<file path="config.mk">
export PLATFORM = sky130hd
export DESIGN_NAME = lfu_replacer
export DESIGN_NICKNAME = d
export VERILOG_FILES = /design/src/rtl/lfu_pkg.sv /design/src/rtl/lfu_argmin.sv /design/src/rtl/lfu_replacer.sv
export SDC_FILE = /design/constraint.sdc
export NUM_CORES = 2
export LEC_CHECK = 0
export CAP_MARGIN = 25
export CORE_MARGIN = 5
export CORE_UTILIZATION = 45
export DETAILED_ROUTE_END_ITERATION = 16
export SLEW_MARGIN = 15
export SYNTH_ARGS = -nofsm -noshare
export SYNTH_HDL_FRONTEND = slang
export SYNTH_SLANG_ARGS = --single-unit
</file>
<file path="constraint.sdc">
create_clock -name clk -period 30.3 [get_ports clk]
set_clock_uncertainty 0.05 [all_clocks]
set_input_delay 6.06 -clock clk [delete_from_list [all_inputs] [get_ports clk]]
set_output_delay 6.06 -clock clk [all_outputs]
set_load 0.03 [all_outputs]
</file>
<file path="src/rtl/lfu_pkg.sv">
// Shared types, width helpers and event priority codes for the LFU replacement engine.
// Pure declarations, no logic, no latency.
// Not applicable: no handshaking lives here.
package lfu_pkg;

    // Index width for a count of n items, kept at least one bit wide.
    function automatic int idx_width(input int n);
        return (n > 1) ? $clog2(n) : 1;
    endfunction

    // Default geometry, so the index typedefs have a concrete width.
    localparam int DEF_WAYS = 4;
    localparam int DEF_SETS = 16;

    typedef logic [idx_width(DEF_WAYS)-1:0] way_idx_t;
    typedef logic [idx_width(DEF_SETS)-1:0] set_idx_t;

    // Per-way event codes. A larger code wins when several events hit the
    // same set and way in one cycle.
    typedef logic [1:0] ev_t;
    localparam ev_t EV_NONE = 2'd0;
    localparam ev_t EV_HIT  = 2'd1;
    localparam ev_t EV_FILL = 2'd2;
    localparam ev_t EV_INV  = 2'd3;

endpackage

</file>
<file path="src/rtl/lfu_argmin.sv">
// Victim pick over one set row: lowest invalid way first, else minimum counter, ties low.
// Purely combinational, zero latency.
// No backpressure: the result is valid whenever the inputs are.
// Ports: valid/cnt = per-way state of one set; way = chosen way; free = chosen way invalid.
module lfu_argmin
    import lfu_pkg::*;
#(
    parameter int NUM_WAYS  = 4,
    parameter int COUNTER_W = 4,
    localparam int WAY_W    = idx_width(NUM_WAYS)
) (
    input  logic [NUM_WAYS-1:0]                valid,
    input  logic [NUM_WAYS-1:0][COUNTER_W-1:0] cnt,
    output logic [WAY_W-1:0]                   way,
    output logic                               free
);
    localparam int LVLS = $clog2(NUM_WAYS);

    // Key = {valid, counter}, with invalid ways forced to all zero. Every
    // invalid way then beats every valid way, and the counter decides among
    // valid ways.
    logic [COUNTER_W:0] key [LVLS+1][NUM_WAYS];
    logic [WAY_W-1:0]   idx [LVLS+1][NUM_WAYS];

    always_comb begin
        for (int l = 0; l <= LVLS; l++) begin
            for (int i = 0; i < NUM_WAYS; i++) begin
                key[l][i] = '0;
                idx[l][i] = '0;
            end
        end
        for (int i = 0; i < NUM_WAYS; i++) begin
            key[0][i] = valid[i] ? {1'b1, cnt[i]} : '0;
            idx[0][i] = WAY_W'(i);
        end
        // The right child wins only when it is strictly smaller, so ties
        // resolve to the lower index at every level.
        for (int l = 0; l < LVLS; l++) begin
            for (int i = 0; i < (NUM_WAYS >> (l + 1)); i++) begin
                if (key[l][2*i+1] < key[l][2*i]) begin
                    key[l+1][i] = key[l][2*i+1];
                    idx[l+1][i] = idx[l][2*i+1];
                end else begin
                    key[l+1][i] = key[l][2*i];
                    idx[l+1][i] = idx[l][2*i];
                end
            end
        end
        way  = idx[LVLS][0];
        free = ~key[LVLS][0][COUNTER_W];
    end

endmodule

</file>
<file path="src/rtl/lfu_replacer.sv">
// LFU replacement engine: per-set/way saturating use counters + valid bits, victim query.
// Query latency 1 cycle (registered victim). Hit/fill/inv updates take effect next cycle.
// No backpressure: every query_valid produces exactly one response one cycle later.
// Ports: hit_*/fill_*/inv_* update events; query_* request; victim_* registered response.
module lfu_replacer
    import lfu_pkg::*;
#(
    parameter int NUM_WAYS  = 4,
    parameter int NUM_SETS  = 16,
    parameter int COUNTER_W = 4,
    localparam int SET_W    = idx_width(NUM_SETS),
    localparam int WAY_W    = idx_width(NUM_WAYS)
) (
    input  logic             clk,
    input  logic             rst,
    input  logic             hit_valid,
    input  logic [SET_W-1:0] hit_set,
    input  logic [WAY_W-1:0] hit_way,
    input  logic             fill_valid,
    input  logic [SET_W-1:0] fill_set,
    input  logic [WAY_W-1:0] fill_way,
    input  logic             inv_valid,
    input  logic [SET_W-1:0] inv_set,
    input  logic [WAY_W-1:0] inv_way,
    input  logic             query_valid,
    input  logic [SET_W-1:0] query_set,
    output logic             victim_valid,
    output logic [WAY_W-1:0] victim_way,
    output logic             victim_free
);
    localparam logic [COUNTER_W-1:0] CMAX = '1;
    localparam logic [COUNTER_W-1:0] AGED = (CMAX >> 1) + 1'b1;

    logic [NUM_WAYS-1:0][COUNTER_W-1:0] cnt_q [NUM_SETS];
    logic [NUM_WAYS-1:0][COUNTER_W-1:0] cnt_d [NUM_SETS];
    logic [NUM_WAYS-1:0]                vld_q [NUM_SETS];
    logic [NUM_WAYS-1:0]                vld_d [NUM_SETS];

    ev_t                 ev  [NUM_SETS][NUM_WAYS];
    logic [NUM_SETS-1:0] age;

    // Winning event per set/way. Later assignments override earlier ones,
    // which yields inv > fill > hit.
    always_comb begin
        for (int s = 0; s < NUM_SETS; s++) begin
            for (int w = 0; w < NUM_WAYS; w++) begin
                ev[s][w] = EV_NONE;
                if (hit_valid && hit_set == SET_W'(s) && hit_way == WAY_W'(w))
                    ev[s][w] = EV_HIT;
                if (fill_valid && fill_set == SET_W'(s) && fill_way == WAY_W'(w))
                    ev[s][w] = EV_FILL;
                if (inv_valid && inv_set == SET_W'(s) && inv_way == WAY_W'(w))
                    ev[s][w] = EV_INV;
            end
        end
    end

    // A set ages when its surviving hit lands on a valid, saturated counter.
    // A hit masked by a same-way fill/inv does not count.
    always_comb begin
        for (int s = 0; s < NUM_SETS; s++) begin
            age[s] = (ev[s][hit_way] == EV_HIT) && hit_set == SET_W'(s) &&
                     vld_q[s][hit_way] && (cnt_q[s][hit_way] == CMAX);
        end
    end

    always_comb begin
        for (int s = 0; s < NUM_SETS; s++) begin
            cnt_d[s] = cnt_q[s];
            vld_d[s] = vld_q[s];
            for (int w = 0; w < NUM_WAYS; w++) begin
                case (ev[s][w])
                    EV_INV: begin
                        cnt_d[s][w] = '0;
                        vld_d[s][w] = 1'b0;
                    end
                    EV_FILL: begin
                        cnt_d[s][w] = COUNTER_W'(1);
                        vld_d[s][w] = 1'b1;
                    end
                    default: begin
                        if (age[s]) begin
                            // Halving keeps relative order while freeing
                            // headroom; the hit way lands just above half.
                            if (hit_way == WAY_W'(w))
                                cnt_d[s][w] = AGED;
                            else if (vld_q[s][w])
                                cnt_d[s][w] = cnt_q[s][w] >> 1;
                        end else if (ev[s][w] == EV_HIT && vld_q[s][w] &&
                                     cnt_q[s][w] != CMAX) begin
                            cnt_d[s][w] = cnt_q[s][w] + 1'b1;
                        end
                    end
                endcase
            end
        end
    end

    always_ff @(posedge clk or posedge rst) begin
        if (rst) begin
            for (int s = 0; s < NUM_SETS; s++) begin
                cnt_q[s] <= '0;
                vld_q[s] <= '0;
            end
        end else begin
            for (int s = 0; s < NUM_SETS; s++) begin
                cnt_q[s] <= cnt_d[s];
                vld_q[s] <= vld_d[s];
            end
        end
    end

    // The victim is selected from pre-update state of the queried row.
    logic [WAY_W-1:0] pick_way;
    logic             pick_free;

    lfu_argmin #(
        .NUM_WAYS  (NUM_WAYS),
        .COUNTER_W (COUNTER_W)
    ) u_argmin (
        .valid (vld_q[query_set]),
        .cnt   (cnt_q[query_set]),
        .way   (pick_way),
        .free  (pick_free)
    );

    always_ff @(posedge clk or posedge rst) begin
        if (rst) begin
            victim_valid <= 1'b0;
            victim_way   <= '0;
            victim_free  <= 1'b0;
        end else begin
            victim_valid <= query_valid;
            if (query_valid) begin
                victim_way  <= pick_way;
                victim_free <= pick_free;
            end
        end
    end

endmodule

</file>
* After elaboration in Yosys (flattened, before gate mapping) *
Cells that the tools add are included.

word-level totals
  bits of input ports = 28
  flip-flop bits (word level) = 324
  word-level logic and storage cells = 1928
  output and inout bits = 4

cells by class
  reduce and logical (&&, ||, !) cells = 614
  equal/unequal tests = 406
  magnitude comparators = 6
  bitwise gates (word level) = 3
  add/sub/neg operators = 64
  muxes and demuxes = 704

operators by type and width
  kind                   number
  $mux W4                274
  $pmux W4 S2            64
  $logic_and A1 B1 Y1    416
  $mux W2                161
  $ne A5 B2 Y1 const B   64
  $eq A2 B2 Y1 const B   134
  $add A4 B1 Y4 const B  64
  $ne A4 B4 Y1 const B   64
  $reduce_bool A4 Y1     64
  $eq A2 B1 Y1 const B   83
  $eq A4 B4 Y1 const B   40
  $bmux W4 S2            16
  $pmux W1 S2            64
  $reduce_and A2 Y1      64
  $reduce_bool A2 Y1     64
  $mux W1                82
  $bmux W16 S4           1
  $bmux W2 S2            16
  $eq A4 B3 Y1 const B   12
  $mux W5                7
  $bmux W1 S2            16
  $mux W16               2
  $eq A4 B2 Y1 const B   6
  $bmux W4 S4            1
  10 further kinds       18

* Longest topological paths before layout *
  word-level depth = 15
  mapped depth = 23

* By module *
A second synthesis with hierarchy kept.

second synthesis, totals
  cell total of the unflattened synthesis = 3158
  area, all modules = 27271.2 um^2

by module, submodules not included
  module        cells each  seq. area each (um^2)  area an instance (um^2)  times used
  lfu_replacer  3085        8107.8                 26740.6                  1
  lfu_argmin    73          0.0                    530.5                    1

* Least setup slack after synthesis *
OpenSTA, ideal clock, no wires.

  path kind = in2reg
  from = in query_set[0]
  to = reg victim_way[0]
  path slack = 19.077 ns
  data required time = 30.173 ns
  data arrival time = 11.095 ns
  library setup time = 0.077 ns
  cell stages on the path = 20
  cells stage by stage = buf_2 > buf_2 > buf_4 > buf_4 > buf_2 > mux4_2 > mux4_2 > nor2b_1 > ha_1 > a21o_1 > a21o_1 > a21oi_1 > o21ai_1 > mux2i_1 > ha_1 > a21o_1 > a221o_1 > a31oi_1 > mux2_1 > a21oi_1

on the way
  cells in the longest elaborated chain, start to end = 9

RTL lines
  item                                                                     RTL line                                  source
  start, declared                                                          lfu_replacer.sv:26                        input logic [SET_W-1:0] query_set,
  $not A4 Y5 (not written as such) (*)                                     lfu_replacer.sv:121, lfu_replacer.sv:122
  $bmux W16 S4 or $bmux W4 S4 (tied branches)                              lfu_replacer.sv:122, lfu_replacer.sv:121
  $mux W16 (not written as such) or $mux W4 (tied branches) (2 in series)  lfu_replacer.sv:122, lfu_replacer.sv:121
  $mux W5                                                                  lfu_argmin.sv:33                          key[0][i] = valid[i] ? {1'b1, cnt[i]} : '0;
  $lt A5 B5 Y1                                                             lfu_argmin.sv:40                          if (key[l][2*i+1] < key[l][2*i]) begin
  $mux W5                                                                  lfu_argmin.sv:40
  $lt A5 B5 Y1                                                             lfu_argmin.sv:40
  $mux W2 (*)                                                              lfu_argmin.sv:40
  end signal, assigned                                                     lfu_replacer.sv:135                       victim_way <= pick_way;
  end, declared                                                            lfu_replacer.sv:28                        output logic [WAY_W-1:0] victim_way,

Mark *: on every way between the ends. The rest lies on a longest branch, timed or not. The select of a mux whose other input is x is not followed.
A chain may end at the register's enable or synchronous reset.

* Final worst setup path *
Same ends and word-level chain as after synthesis.

==> impl_results.md <==
- Status: finished clean
- Fmax: 86.67 MHz
- FF-to-FF End: victim_way[0]$_DFFE_PP0P_
- Clock latency on the worst-skew pair: 580 ps
- Place WS: 18240 ps
- Synth top area cells: dfrtp_1 32%, mux4_2 7.7%, nand2_1 4.2%, nor2_1 4.2%, nand3_1 4.1%
- Final Hold Fails: 0
- IO Pins: 32
- Sequential area share after synthesis: 0.3168
- Hold path cells: 2
- TNS Setup: 0 ps
- Die height: 248.5 µm
- Destination of the worst hold path: cnt_q[193]$_DFFE_PP0P_
- Slew margin rel.: 0.2547
- Largest net degree at the start of global routing: 153
- CTS H-tree lvls: 2
- NetSw: 0.0005935 W
- Fin Hold WS: 523.4 ps
- Layout cells sized above 1: 0.09694
- Critical Path RT: 30750 ps
- Final ANT Viol Nets: 0
- Clk pin slew, worst setup/hold paths: 60 ps
- # fillers: 5411
- Synthesis warning total: 0
- Post-CTS Hold Buffers: 0
- Largest area contributor in the netlist: dfrtp_1
- Post-route insts no fill: 3805
- P_leak: 10.98 nW
- Crit path max fanout: 43
- Drt initial violations: 4271
- Setup Crit Path Kind: primary input to register
- Final setup vio count: 0
- Syn nets: 3181
- Final period utilization: 0.3808
- Sw Ratio: 0.3721
- Port-buffer cells: 31
- Slew Limit Fails: 0
- RD Place Congestion: 1.010
- First-pass GRT wire length: 161000 µm
- Clk pwr share: 0.322
- CTS tree: done
- RSZ-0062 raised after global routing: false
- Compound-gate portion of the synthesized area: 0.2502
- Number of synthesized register bits: 324
- Placed cell count: 3724
- Path depth of the worst reg2reg path: 16
- Combinational power share: 0.256
- Synth Flop Type: dfrtp_1
- Synth Instances: 3077
- Initial antenna violation count: 8
- Total number of vias: 26900
- First drt pass iteration count: 13
- Routed WL: 109400 µm
- Post-synth ARST share: 1.000
- R2R setup slack: 24910 ps
- Final global-route overflow total: 0
- Power Density: 57.10 nW/µm²
- Internal Power: 0.001001 W
- Final core occ: 0.4953
- Worst EP arrival: 11990 ps
- Die Wd: 248.5 µm
- Post-synthesis cell type count: 89
- Post-synthesis simple-gate area fraction: 0.2633
- Tmin final: 11540 ps
- DPL Wire Length: 78490 µm
- Final Worst Setup Slack: 18760 ps
- # rows: 87
- Clock sink total: 324
- Hold WC Path Type: register to register
- XOR/XNOR share of the synthesized area: 0
- Root Driver: clkbuf_16
- Main combinational cell family by area after synthesis: simple AND/OR/NAND/NOR gates
- Adder-cell share of the synthesized area: 0.03716
- DRC: 0
- EDFF count, synth: 0
- Multi-input logic area: 16580 µm²
- Worst VDD drop: 0.04371 mV
- Hold_sp: cnt_q[193]$_DFFE_PP0P_
- GR Util All Layers: 0.3367
- Core area: 56390 µm²
- Area Growth Syn to Fin: 9.148%
- CTS Buf Count: 42
- CTS max path bufs: 3
- Storage element area: 8108 µm²
- Via density per instance: 7.070
- CP Launch Type: primary input
- Post-Syn Area per Cell: 8.316 µm²
- PostCTS Resize Cnt: 0
- Drt wl/cell: 28.75 µm
- Vias in the first global route: 24630
- Area share of the largest cell type after synthesis: 0.3168
- Mux share of post-synthesis cell area: 0.09178
- Flop pwr share: 0.422
- Postcts setup bufs: 0
- Worst-Margin Slew: 1118 ps
- Initial Util: 0.4538
- Die area: 61730 µm²
- Reg-to-reg startpoint: vld_q[63]$_DFFE_PP0N_
- Cell Area, Synth: 25590 µm²
- Max Cap Viol: 0
- CP Capture Type: register
- Nets: 3118
-- power by group through the flow --
stage / logic [W] / clock network, W / registers (W)
after floorplan: 0.000298 / 0 / 0.000593
after global placement: 0.000387 / 0 / 0.000669
after detailed placement: 0.000401 / 0 / 0.000669
after CTS: 0.000404 / 0.000517 / 0.000662
after global routing: 0.000452 / 0.000535 / 0.000677
final: 0.000409 / 0.000513 / 0.000673
-- registers in the layout, summed over array words and instances (netlist names) --
signal and cells:
cnt_q 256, victim_free 1, victim_valid 1, victim_way 2
vld_q 64
-- cells in the mapped netlist (22+ instances only) --
library cell,number
buf_2,63
dfrtp_1,324
nand3_1,211
o21ai_0,149
ha_1,76
nand2_1,284
and3_1,52
mux4_2,87
o31ai_1,23
a21oi_1,181
o21ai_1,80
nand2b_1,48
a21o_1,35
o21a_1,47
a31oi_1,107
a211oi_1,52
nor2b_1,87
inv_1,46
mux2i_1,22
nor3b_1,50
nor2_1,284
nor3_1,155
a311oi_1,58
clkbuf_1,115
nand4_1,53
-- per-layer routing --
layer	track usage	up-vias	wire, µm
met5	0	-	53
met4	0.1635	8	6139
met3	0.08600	348	13160
met2	0.4900	1775	45960
met1	0.4685	13120	44100
li1	-	11650	-
-- through the flow --
stage	total power (W)	cell area, µm²
floorplan	0.0008914	25590
global placement	0.001055	26540
global route	0.001664	27920
detailed placement	0.001070	26540
CTS	0.001583	27900
finish	0.001595	27930
-- critical path, cell delays in order --
cell and delay, ps:
buf_4 600, buf_4 690, mux4_2 580, nor2b_1 140, a211oi_1 450, a211oi_1 130
ha_1 360, a21o_1 170, a21o_1 170, a21oi_1 300, o21ai_1 290, a31o_2 310
ha_1 300, a21o_1 160, a221o_1 330, a31oi_1 360, mux2_1 380, a21oi_1 140
-- worst max-delay path by stage --
stage	slack, ps	cells after the start	to	from
2_1_floorplan	15220	1	cnt_q[0]$_DFFE_PP0P_	rst
3_3_place_gp	18290	18	victim_way[0]$_DFFE_PP0P_	query_set[0]
3_5_place_dp	18240	18	victim_way[0]$_DFFE_PP0P_	query_set[0]
4_1_cts	18820	18	victim_way[0]$_DFFE_PP0P_	query_set[0]
5_1_grt	18490	18	victim_way[0]$_DFFE_PP0P_	query_set[0]
6_report	18760	18	victim_way[0]$_DFFE_PP0P_	query_set[0]
-- placed cells by master (no fill, tap or decap), types with 45 or more instances in the layout --
cell      count
nor2b_1      82
ha_1         76
nor3b_1      50
o21ai_1      80
o21ai_0     149
a31oi_1     107
mux4_2       87
dfrtp_1     324
nor3_1      155
buf_4        58
nand3_1     211
o21a_1       47
inv_1        45
a211oi_1     48
a21oi_1     181
nand2b_1     48
nor2_1      278
a311oi_1     58
and3_1       52
nand4_1      53
nand2_1     280
-- cell type report --
| type | count | share of cell area |
|---|---|---|
| Multi-Input combinational cell | 2506 | 0.5935 |
| Sequential cell | 324 | 0.2903 |
| Clock buffer | 65 | 0.04435 |
| Tap cell | 756 | 0.03387 |
| Timing Repair Buffer | 91 | 0.02639 |
| Inverter | 49 | 0.006854 |
| Clock inverter | 8 | 0.004256 |
| Antenna cell | 6 | 0.0005376 |
-- cells by family after synthesis --
group           Yosys count
simple gates           1348
compound gates          958
flops                   324
mux                     124
buf+inv                 247
fa+ha+maj                76
(Power assumes the default switching activity.)
